### src/rtl/wb_pkg.sv
`default_nettype none
// ============================================================================
// Module   : wb_pkg
// Purpose  : Shared widths and queue entry type for the register file
//            writeback path.
// Revision : 1.0
// ============================================================================
package wb_pkg;

    localparam int REG_W    = 5;
    localparam int DATA_W   = 32;
    localparam int NUM_REGS = 32;

    // 'reg' is a keyword, so the destination index is called reg_idx
    typedef struct packed {
        logic              live;
        logic [REG_W-1:0]  reg_idx;
        logic [DATA_W-1:0] data;
    } wb_entry_t;

endpackage
`default_nettype wire

### src/rtl/wb_fifo.sv
`default_nettype none
// ============================================================================
// Module   : wb_fifo
// Purpose  : Circular queue of mult/div results with kill-by-register and a
//            live destination mask.
// Revision : 1.0
// ============================================================================
module wb_fifo
    import wb_pkg::*;
#(
    parameter int DEPTH = 2
) (
    input  logic                clk,
    input  logic                rst_n,
    input  logic                i_push,
    input  wb_entry_t           i_push_entry,
    input  logic                i_pop,
    input  logic                i_kill_en,
    input  logic [REG_W-1:0]    i_kill_reg,
    output wb_entry_t           o_head,
    output logic                o_full,
    output logic                o_empty,
    output logic [NUM_REGS-1:0] o_live_mask
);

    localparam int c_PTR_W = $clog2(DEPTH);
    localparam int c_CNT_W = c_PTR_W + 1;

    wb_entry_t          r_mem [DEPTH];
    logic [c_PTR_W-1:0] r_wptr;
    logic [c_PTR_W-1:0] r_rptr;
    logic [c_CNT_W-1:0] r_count;
    logic               w_do_push;
    logic               w_do_pop;

    assign o_full    = (r_count == c_CNT_W'(DEPTH));
    assign o_empty   = (r_count == '0);
    assign w_do_push = i_push && !o_full;
    assign w_do_pop  = i_pop && !o_empty;
    assign o_head    = r_mem[r_rptr];

    always_ff @(posedge clk or negedge rst_n) begin
        if (!rst_n) begin
            for (int i = 0; i < DEPTH; i++) begin
                r_mem[i] <= '0;
            end
            r_wptr  <= '0;
            r_rptr  <= '0;
            r_count <= '0;
        end else begin
            // Killing unoccupied slots is harmless: the mask is occupancy-gated
            for (int i = 0; i < DEPTH; i++) begin
                if (i_kill_en && (r_mem[i].reg_idx == i_kill_reg)) begin
                    r_mem[i].live <= 1'b0;
                end
            end
            if (w_do_push) begin
                r_mem[r_wptr] <= i_push_entry;
                r_wptr        <= r_wptr + c_PTR_W'(1);
            end
            if (w_do_pop) begin
                r_rptr <= r_rptr + c_PTR_W'(1);
            end
            case ({w_do_push, w_do_pop})
                2'b10:   r_count <= r_count + c_CNT_W'(1);
                2'b01:   r_count <= r_count - c_CNT_W'(1);
                default: r_count <= r_count;
            endcase
        end
    end

    always_comb begin
        o_live_mask = '0;
        for (int i = 0; i < DEPTH; i++) begin
            if (({1'b0, c_PTR_W'(c_PTR_W'(i) - r_rptr)} < r_count) &&
                r_mem[i].live && (r_mem[i].reg_idx != '0)) begin
                o_live_mask[r_mem[i].reg_idx] = 1'b1;
            end
        end
    end

endmodule
`default_nettype wire

### src/rtl/writeback_arbiter.sv
`default_nettype none
// ============================================================================
// Module   : writeback_arbiter
// Purpose  : Merges ALU and queued mult/div results onto the single register
//            file write port, with kill, r0 suppression and starve stall.
// Revision : 1.0
// ============================================================================
module writeback_arbiter
    import wb_pkg::*;
#(
    parameter int DEPTH        = 2,
    parameter int STARVE_LIMIT = 4
) (
    input  logic                clock,
    input  logic                ctrl_reset,
    input  logic                alu_wb_valid,
    input  logic [REG_W-1:0]    alu_wb_reg,
    input  logic [DATA_W-1:0]   alu_wb_data,
    input  logic                md_valid,
    input  logic [REG_W-1:0]    md_reg,
    input  logic [DATA_W-1:0]   md_data,
    output logic                md_ready,
    output logic                ctrl_writeEnable,
    output logic [REG_W-1:0]    ctrl_writeReg,
    output logic [DATA_W-1:0]   data_writeReg,
    output logic                stall_alu,
    output logic [NUM_REGS-1:0] md_pending
);

    localparam int c_CNT_W = $clog2(STARVE_LIMIT + 1);

    logic               w_alu_win;
    logic               w_pop;
    logic               w_full;
    logic               w_empty;
    wb_entry_t          w_head;
    wb_entry_t          w_push_entry;

    logic               r_we;
    logic [REG_W-1:0]   r_reg;
    logic [DATA_W-1:0]  r_data;
    logic               r_stall;
    logic [c_CNT_W-1:0] r_starve;

    assign w_alu_win = alu_wb_valid && (alu_wb_reg != '0);
    assign w_pop     = !w_alu_win && !w_empty;
    assign md_ready  = !w_full;

    // A result arriving alongside a younger ALU write to the same reg is dead on arrival
    assign w_push_entry = '{live:    !(w_alu_win && (md_reg == alu_wb_reg)),
                            reg_idx: md_reg,
                            data:    md_data};

    wb_fifo #(
        .DEPTH (DEPTH)
    ) u_fifo (
        .clk          (clock),
        .rst_n        (ctrl_reset),
        .i_push       (md_valid),
        .i_push_entry (w_push_entry),
        .i_pop        (w_pop),
        .i_kill_en    (w_alu_win),
        .i_kill_reg   (alu_wb_reg),
        .o_head       (w_head),
        .o_full       (w_full),
        .o_empty      (w_empty),
        .o_live_mask  (md_pending)
    );

    always_ff @(posedge clock or negedge ctrl_reset) begin
        if (!ctrl_reset) begin
            r_we     <= 1'b0;
            r_reg    <= '0;
            r_data   <= '0;
            r_stall  <= 1'b0;
            r_starve <= '0;
        end else begin
            r_we    <= 1'b0;
            r_stall <= 1'b0;
            if (w_alu_win) begin
                r_we   <= 1'b1;
                r_reg  <= alu_wb_reg;
                r_data <= alu_wb_data;
            end else if (w_pop) begin
                r_we   <= w_head.live && (w_head.reg_idx != '0);
                r_reg  <= w_head.reg_idx;
                r_data <= w_head.data;
            end

            // An ALU win during the stall cycle itself does not count as starvation
            if (w_empty || w_pop) begin
                r_starve <= '0;
            end else if (!r_stall) begin
                if (r_starve == c_CNT_W'(STARVE_LIMIT - 1)) begin
                    r_stall  <= 1'b1;
                    r_starve <= '0;
                end else begin
                    r_starve <= r_starve + c_CNT_W'(1);
                end
            end
        end
    end

    assign ctrl_writeEnable = r_we;
    assign ctrl_writeReg    = r_reg;
    assign data_writeReg    = r_data;
    assign stall_alu        = r_stall;

endmodule
`default_nettype wire

### config.mk
export PLATFORM = sky130hd
export DESIGN_NAME = writeback_arbiter
export DESIGN_NICKNAME = d
export VERILOG_FILES = /design/src/rtl/wb_pkg.sv /design/src/rtl/wb_fifo.sv /design/src/rtl/writeback_arbiter.sv
export SDC_FILE = /design/constraint.sdc
export NUM_CORES = 1
export LEC_CHECK = 0
export CAP_MARGIN = 40
export CORE_MARGIN = 5
export CORE_UTILIZATION = 35
export CTS_BUF_LIST = sky130_fd_sc_hd__clkbuf_4
export CTS_CLUSTER_DIAMETER = 200
export DETAILED_ROUTE_END_ITERATION = 8
export GPL_ROUTABILITY_DRIVEN = 0
export PLACE_DENSITY_LB_ADDON = 0.2
export REMOVE_ABC_BUFFERS = 1
export SYNTH_ARGS = -nofsm -noshare
export SYNTH_HDL_FRONTEND = slang
export SYNTH_SLANG_ARGS = --single-unit
### constraint.sdc
create_clock -name clock -period 2.3 [get_ports clock]
set_input_delay 0.345 -clock clock [delete_from_list [all_inputs] [get_ports clock]]
set_output_delay 0.345 -clock clock [all_outputs]
set_load 0.005 [all_outputs]
======== Word-level counts from Yosys, hierarchy flattened ========
Index checks and enable logic that the tools add are counted.
word-level totals
  register bits ........................... 122
  input port bits ......................... 78
  output and inout port bits .............. 72
  word-level logic and storage cells ...... 96
operators by class
  add/subtract/negate cells ............... 7
  order comparisons ....................... 9
  equal/unequal tests ..................... 8
  mux-type cells .......................... 28
  bitwise operators ....................... 3
  reductions and logical operators ........ 27
operators with widths
  cell                 number
  $mux 38              4
  $mux 32              4
  $bwmux 76            1
  $mux 76              1
  $demux 38 s1         1
  $or 32x32->32        1
  $reduce_bool 5->1    4
  $eq 5x5->1           3
  $logic_and 1x1->1    15
  $lt 5x6->1 const B   2
  $demux 1 s5          2
  $ge 5x1->1 const B   2
  $mux 5               2
  $mux 1               9
  $mux 3               3
  $eq 2x2->1 const B   2
  $ge 2x2->1 const B   2
  $logic_not 1->1      4
  $lt 1x2->1           2
  $not 1->2            2
  $pmux 2 s2           1
  $reduce_bool 2->1    2
  $add 3x1->3 const B  1
  $eq 3x2->1 const B   1
  9 further kinds      11

======== Depth between registers and ports, before layout ========
  word-level depth ........................ 8
  gate-level depth with buffers ........... 8
  mapped depth without buffers ............ 7

======== Modules after synthesis ========
From an unflattened synthesis, not the netlist that was laid out.
unflattened totals
  cell total of the unflattened synthesis .. 472
  area, all modules ....................... 6227.2 um^2
modules (own cells, without submodules)
  module             instances  cells each  area each (um^2)  seq. area each (um^2)
  wb_fifo            1          314         4111.4            2001.9
  writeback_arbiter  1          158         2115.8            1051.0

======== Worst setup path after synthesis ========
OpenSTA, ideal clock, no wires.
  kind .................................... in2reg
  from .................................... input alu_wb_reg[2]
  to ...................................... register u_fifo.r_count[1]
  setup time .............................. 0.079 ns
  data arrival time ....................... 1.817 ns
  data required time ...................... 2.221 ns
  setup slack ............................. 0.403 ns
  stages .................................. 7
  path buffers ............................ 1
  path through ............................ or4_1 -> o21a_1 -> buf_6 -> nor2_4 -> ha_1 -> nor2_1 -> xor2_1
on the way
  longest elaborated chain between the ends .. 7
  elaborated cells on any way between the ends .. 9
  classes of those cells .................. eq/ne: 2; mux: 1; reduce/logical: 6
RTL lines
  item                                                    RTL line                 text
  start, declared                                         writeback_arbiter.sv:17  input logic [REG_W-1:0] alu_wb_reg,
  $reduce_bool 5->1 (*)                                   writeback_arbiter.sv:45  assign w_alu_win = alu_wb_valid && (alu_wb_reg != '0);
  $logic_and 1x1->1 (*)                                   writeback_arbiter.sv:45
  $logic_not 1->1 (*)                                     writeback_arbiter.sv:46  assign w_pop = !w_alu_win && !w_empty;
  $logic_and 1x1->1 (*)                                   writeback_arbiter.sv:46
  $logic_and 1x1->1 (*)                                   wb_fifo.sv:39            assign w_do_pop = i_pop && !o_empty;
  via u_fifo.w_do_pop                                     wb_fifo.sv:34            logic w_do_pop;
  $eq 2x1->1 / $eq 2x2->1 (equally long branches)         wb_fifo.sv:64            case ({w_do_push, w_do_pop})
  $pmux 2 s2 / $reduce_bool 2->1 (equally long branches)  --
  end signal, assigned                                    wb_fifo.sv:65            2'b10: r_count <= r_count + c_CNT_W'(1);
  end signal, assigned                                    wb_fifo.sv:66            2'b01: r_count <= r_count - c_CNT_W'(1);
  end signal, assigned                                    wb_fifo.sv:67            default: r_count <= r_count;
  end, declared                                           wb_fifo.sv:32            logic [c_CNT_W-1:0] r_count;
Mark *: on every way through the listed nets, which the timed path passes. The rest lies on a longest branch.
A chain may end at the register's enable or synchronous reset.

======== Worst setup path in the final report ========
  from .................................... register u_fifo.r_rptr
  to ...................................... output md_pending[4]
on the way
  longest elaborated chain between the ends .. 7
  elaborated cells on any way between the ends .. 11
  classes of those cells .................. add/sub: 2; order compare: 2; mux: 2; bitwise: 1; reduce/logical: 4
RTL lines
  item                     RTL line                 text
  start, declared          wb_fifo.sv:31            logic [c_PTR_W-1:0] r_rptr;
  start signal, assigned   wb_fifo.sv:62            r_rptr <= r_rptr + c_PTR_W'(1);
  $sub 1x1->1              wb_fifo.sv:75            if (({1'b0, c_PTR_W'(c_PTR_W'(i) - r_rptr)} < r_count) &&
  $lt 1x2->1               wb_fifo.sv:75
  $logic_and 1x1->1        wb_fifo.sv:75
  $logic_and 1x1->1        wb_fifo.sv:76            r_mem[i].live && (r_mem[i].reg_idx != '0)) begin
  $mux 32                  wb_fifo.sv:75
  $or 32x32->32 (no line)  --
  $mux 32 (*)              wb_fifo.sv:75
  end, declared            writeback_arbiter.sv:27  output logic [NUM_REGS-1:0] md_pending
Mark *: on every way between the ends. The rest lies on a longest branch, timed or not.

==> flow_metrics.tcl <==
set metrics [dict create \
    h-tree-depth 4 \
    cp-start-kind "flop" \
    status "finished, violations left" \
    min_path_type "in2async" \
    final_nets 809 \
    clock_sinks 122 \
    critPathCaptureType "output pin" \
    seq_area_frac_synth_pct 50.1 \
    power_density_nw_per_um2 1310 \
    gr-total-overflow 0 \
    slew_headroom_pct 61.3 \
    drt-total-wl_mm 17.0 \
    setup_viol 31 \
    insertion_delay_ns 0.53 \
    final_cell_mix "dfrtp_1, clkdlybuf4s50_1, mux2_2" \
    vdd_drop_max_uv 576 \
    vias 4935 \
    drv_cap 0 \
    fp-row-count 48 \
    synthFlopType "dfrtp_1" \
    maxSlewViolCount 0 \
    drc_errors 0 \
    max_freq_mhz 394 \
    die_h_um 142 \
    path_max_fanout 4 \
    fin_setup_tns_ns -4.08 \
    die_w_um 142 \
    fin_ws_ns -0.238 \
    clk_pin_slew_ns 0.11 \
    drive_gt1_share_pct 36.0 \
    fin_crit_ns 2.54 \
    core_region_area_um2 17200 \
    layout_commonest_cell "dfrtp_1" \
    die-area_um2 20200 \
    place_inst 919 \
    violations "negative setup slack" \
    drt-vias-per-instance 5.10 \
    cts_tree "done" \
    tightest_slew_ns 0.581 \
    finalNonFillerCells 967 \
    cts.path.max_buffers 2 \
    antennaDiodeCount 0 \
    grt_max_degree 45 \
    met2_length_mm 8.24 \
    synth_cell_types 44 \
    grt_pass1_wl_mm 26.9 \
    wl_met3_mm 1.34 \
    worst_clock_skew_ns 0.0194 \
    ys_async_sr_fraction_pct 100 \
    critPathArrivalTime_ns 2.19 \
    period_share_pct 110 \
    crit_type "reg2out" \
    multiInputGateArea_um2 3080 \
    antenna_found_initial 0 \
    leakage_nw 3.65 \
    total_power_w 0.0111 \
    critPathRequiredTime_ns 1.96 \
    met1Wirelength_mm 6.94 \
    drtIter0Drc 367 \
    top_level_ports 150 \
    numCtsBuffers 17 \
    drt_pass1_iterations 4 \
    dp_hpwl_mm 11.8 \
    top_layer "met4" \
    synth_edf_count 0 \
    yosysWarningCount 0 \
    rsz0062_at_grt "true" \
    syn_avg_cell_area_um2 11.0 \
    synth-seq-cells 122 \
    wire_per_inst_um 17.6 \
    grt_pass1_vias 5339 \
    area_growth_pct 39.5 \
    seq_area_um2 3060 \
    numPortBuffers 148 \
    antenna_left 0 \
    start_util_pct 35.5 \
    netlist_instances 552 \
    fillerInstances 1631 \
    finalHoldViolCount 0 \
    grt_usage_pct 16.8 \
    root_buffer "clkbuf_4" \
    synthesis.area_um2 6090 \
]
[cell families (layout without fill, tap and decap cells)]
kind of cell | after synthesis | after routing | share of synthesized area, %
AND/OR/NAND/NOR | 134 | 134 | 10.1
adder cells (fa/ha/maj) | 2 | 2 | 0.411
other | 1 | 1 | 0.0615
XOR/XNOR | 20 | 20 | 2.87
flip-flops | 122 | 122 | 50.1
buffers and inverters | 44 | 234 | 4.15
AO/OA/AOI/OAI | 115 | 115 | 12.0
multiplexers | 114 | 114 | 20.2
[repair_timing]
| action | in CTS | in global routing |
|---|---|---|
| resized for setup | 160 | 20 |
| endpoints found under the setup margin | 31 | 32 |
| hold endpoints to repair | 37 | 0 |
| pin swaps | 21 | 10 |
| setup buffers | 12 | 3 |
| hold buffers | 1 | 0 |
[path summary, 6_finish.rpt]
path	endpoint	startpoint	depth (start not counted)	slack [ns]
worst max-delay path	md_pending[4]	u_fifo.r_rptr	6	-0.24
max in group asynchronous	async pin	ctrl_reset	3	1.29
min in group clock	data_writeReg[23]	alu_wb_data[23]	3	0.35
worst max register to register	flop	u_fifo.r_count[0]	8	0.33
worst min-delay path	async pin	ctrl_reset	2	0.35
worst min register to register	stall_alu	r_starve[2]	1	0.48
[cell usage after synthesis, types with 2 or more instances]
| master | instances | area (um2) |
|---|---|---|
| dfrtp_1 | 122 | 3050 |
| mux2_2 | 74 | 833 |
| o21ai_1 | 11 | 55.1 |
| or3b_2 | 4 | 35.0 |
| mux2i_1 | 40 | 400 |
| nand3b_1 | 3 | 22.5 |
| xor2_1 | 8 | 70.1 |
| o22ai_1 | 30 | 188 |
| a21oi_1 | 36 | 180 |
| or2_2 | 2 | 12.5 |
| buf_2 | 12 | 60.1 |
| ha_1 | 2 | 25.0 |
| buf_4 | 5 | 37.5 |
| xnor2_1 | 12 | 105 |
| buf_6 | 7 | 78.8 |
| o21ai_2 | 26 | 228 |
| nor2_1 | 43 | 161 |
| nor2b_1 | 2 | 12.5 |
| clkbuf_1 | 17 | 63.8 |
| nand3_1 | 8 | 40.0 |
| nand2b_1 | 6 | 37.5 |
| nand2_1 | 54 | 203 |
| o32ai_1 | 2 | 17.5 |
| nor4_1 | 2 | 12.5 |
| o21ai_0 | 5 | 25.0 |
[cell type report]
class | instances | share of cell area [%]
Sequential cell | 122 | 36.0
Inverter | 1 | 0.0442
Multi-Input combinational cell | 386 | 36.3
Timing Repair Buffer | 201 | 21.4
Clock buffer | 20 | 1.77
Tap cell | 225 | 3.31
Clock inverter | 12 | 1.27
[critical path, cell delays in order, from the launching register on]
cell and delay, ns:
dfrtp_2 0.46, nor2b_4 0.14, o21ai_2 0.08, or4b_4 0.54, buf_12 0.16, o22ai_2 0.15
buf_2 0.14
[power by group]
group / internal, W / switching (W) / leakage [nW]
registers: 0.00317 / 0.000694 / 1.45
logic: 0.00304 / 0.00280 / 2.05
clock network: 0.000656 / 0.000766 / 0.146
[metrics by stage]
| step | setup slack (ns) | util (%) | area (um2) | hold slack, ns |
|---|---|---|---|---|
| floorplan | -1.02 | - | 5850 | 0.0494 |
| global placement | -0.0254 | 46.3 | 7950 | 0.367 |
| detailed placement | -0.0672 | 46.3 | 7950 | 0.375 |
| CTS | -0.326 | 48.7 | 8360 | 0.280 |
| global route | -0.357 | 49.5 | 8500 | 0.294 |
| finish | -0.238 | 49.5 | 8500 | 0.351 |
[layer usage]
metal | up-vias | global-route usage [%]
met2 | 182 | 27.8
met1 | 2405 | 20.3
met3 | 41 | 6.01
met5 | - | 0
li1 | 2307 | -
met4 | 0 | 6.26
(Power assumes the default switching activity.)
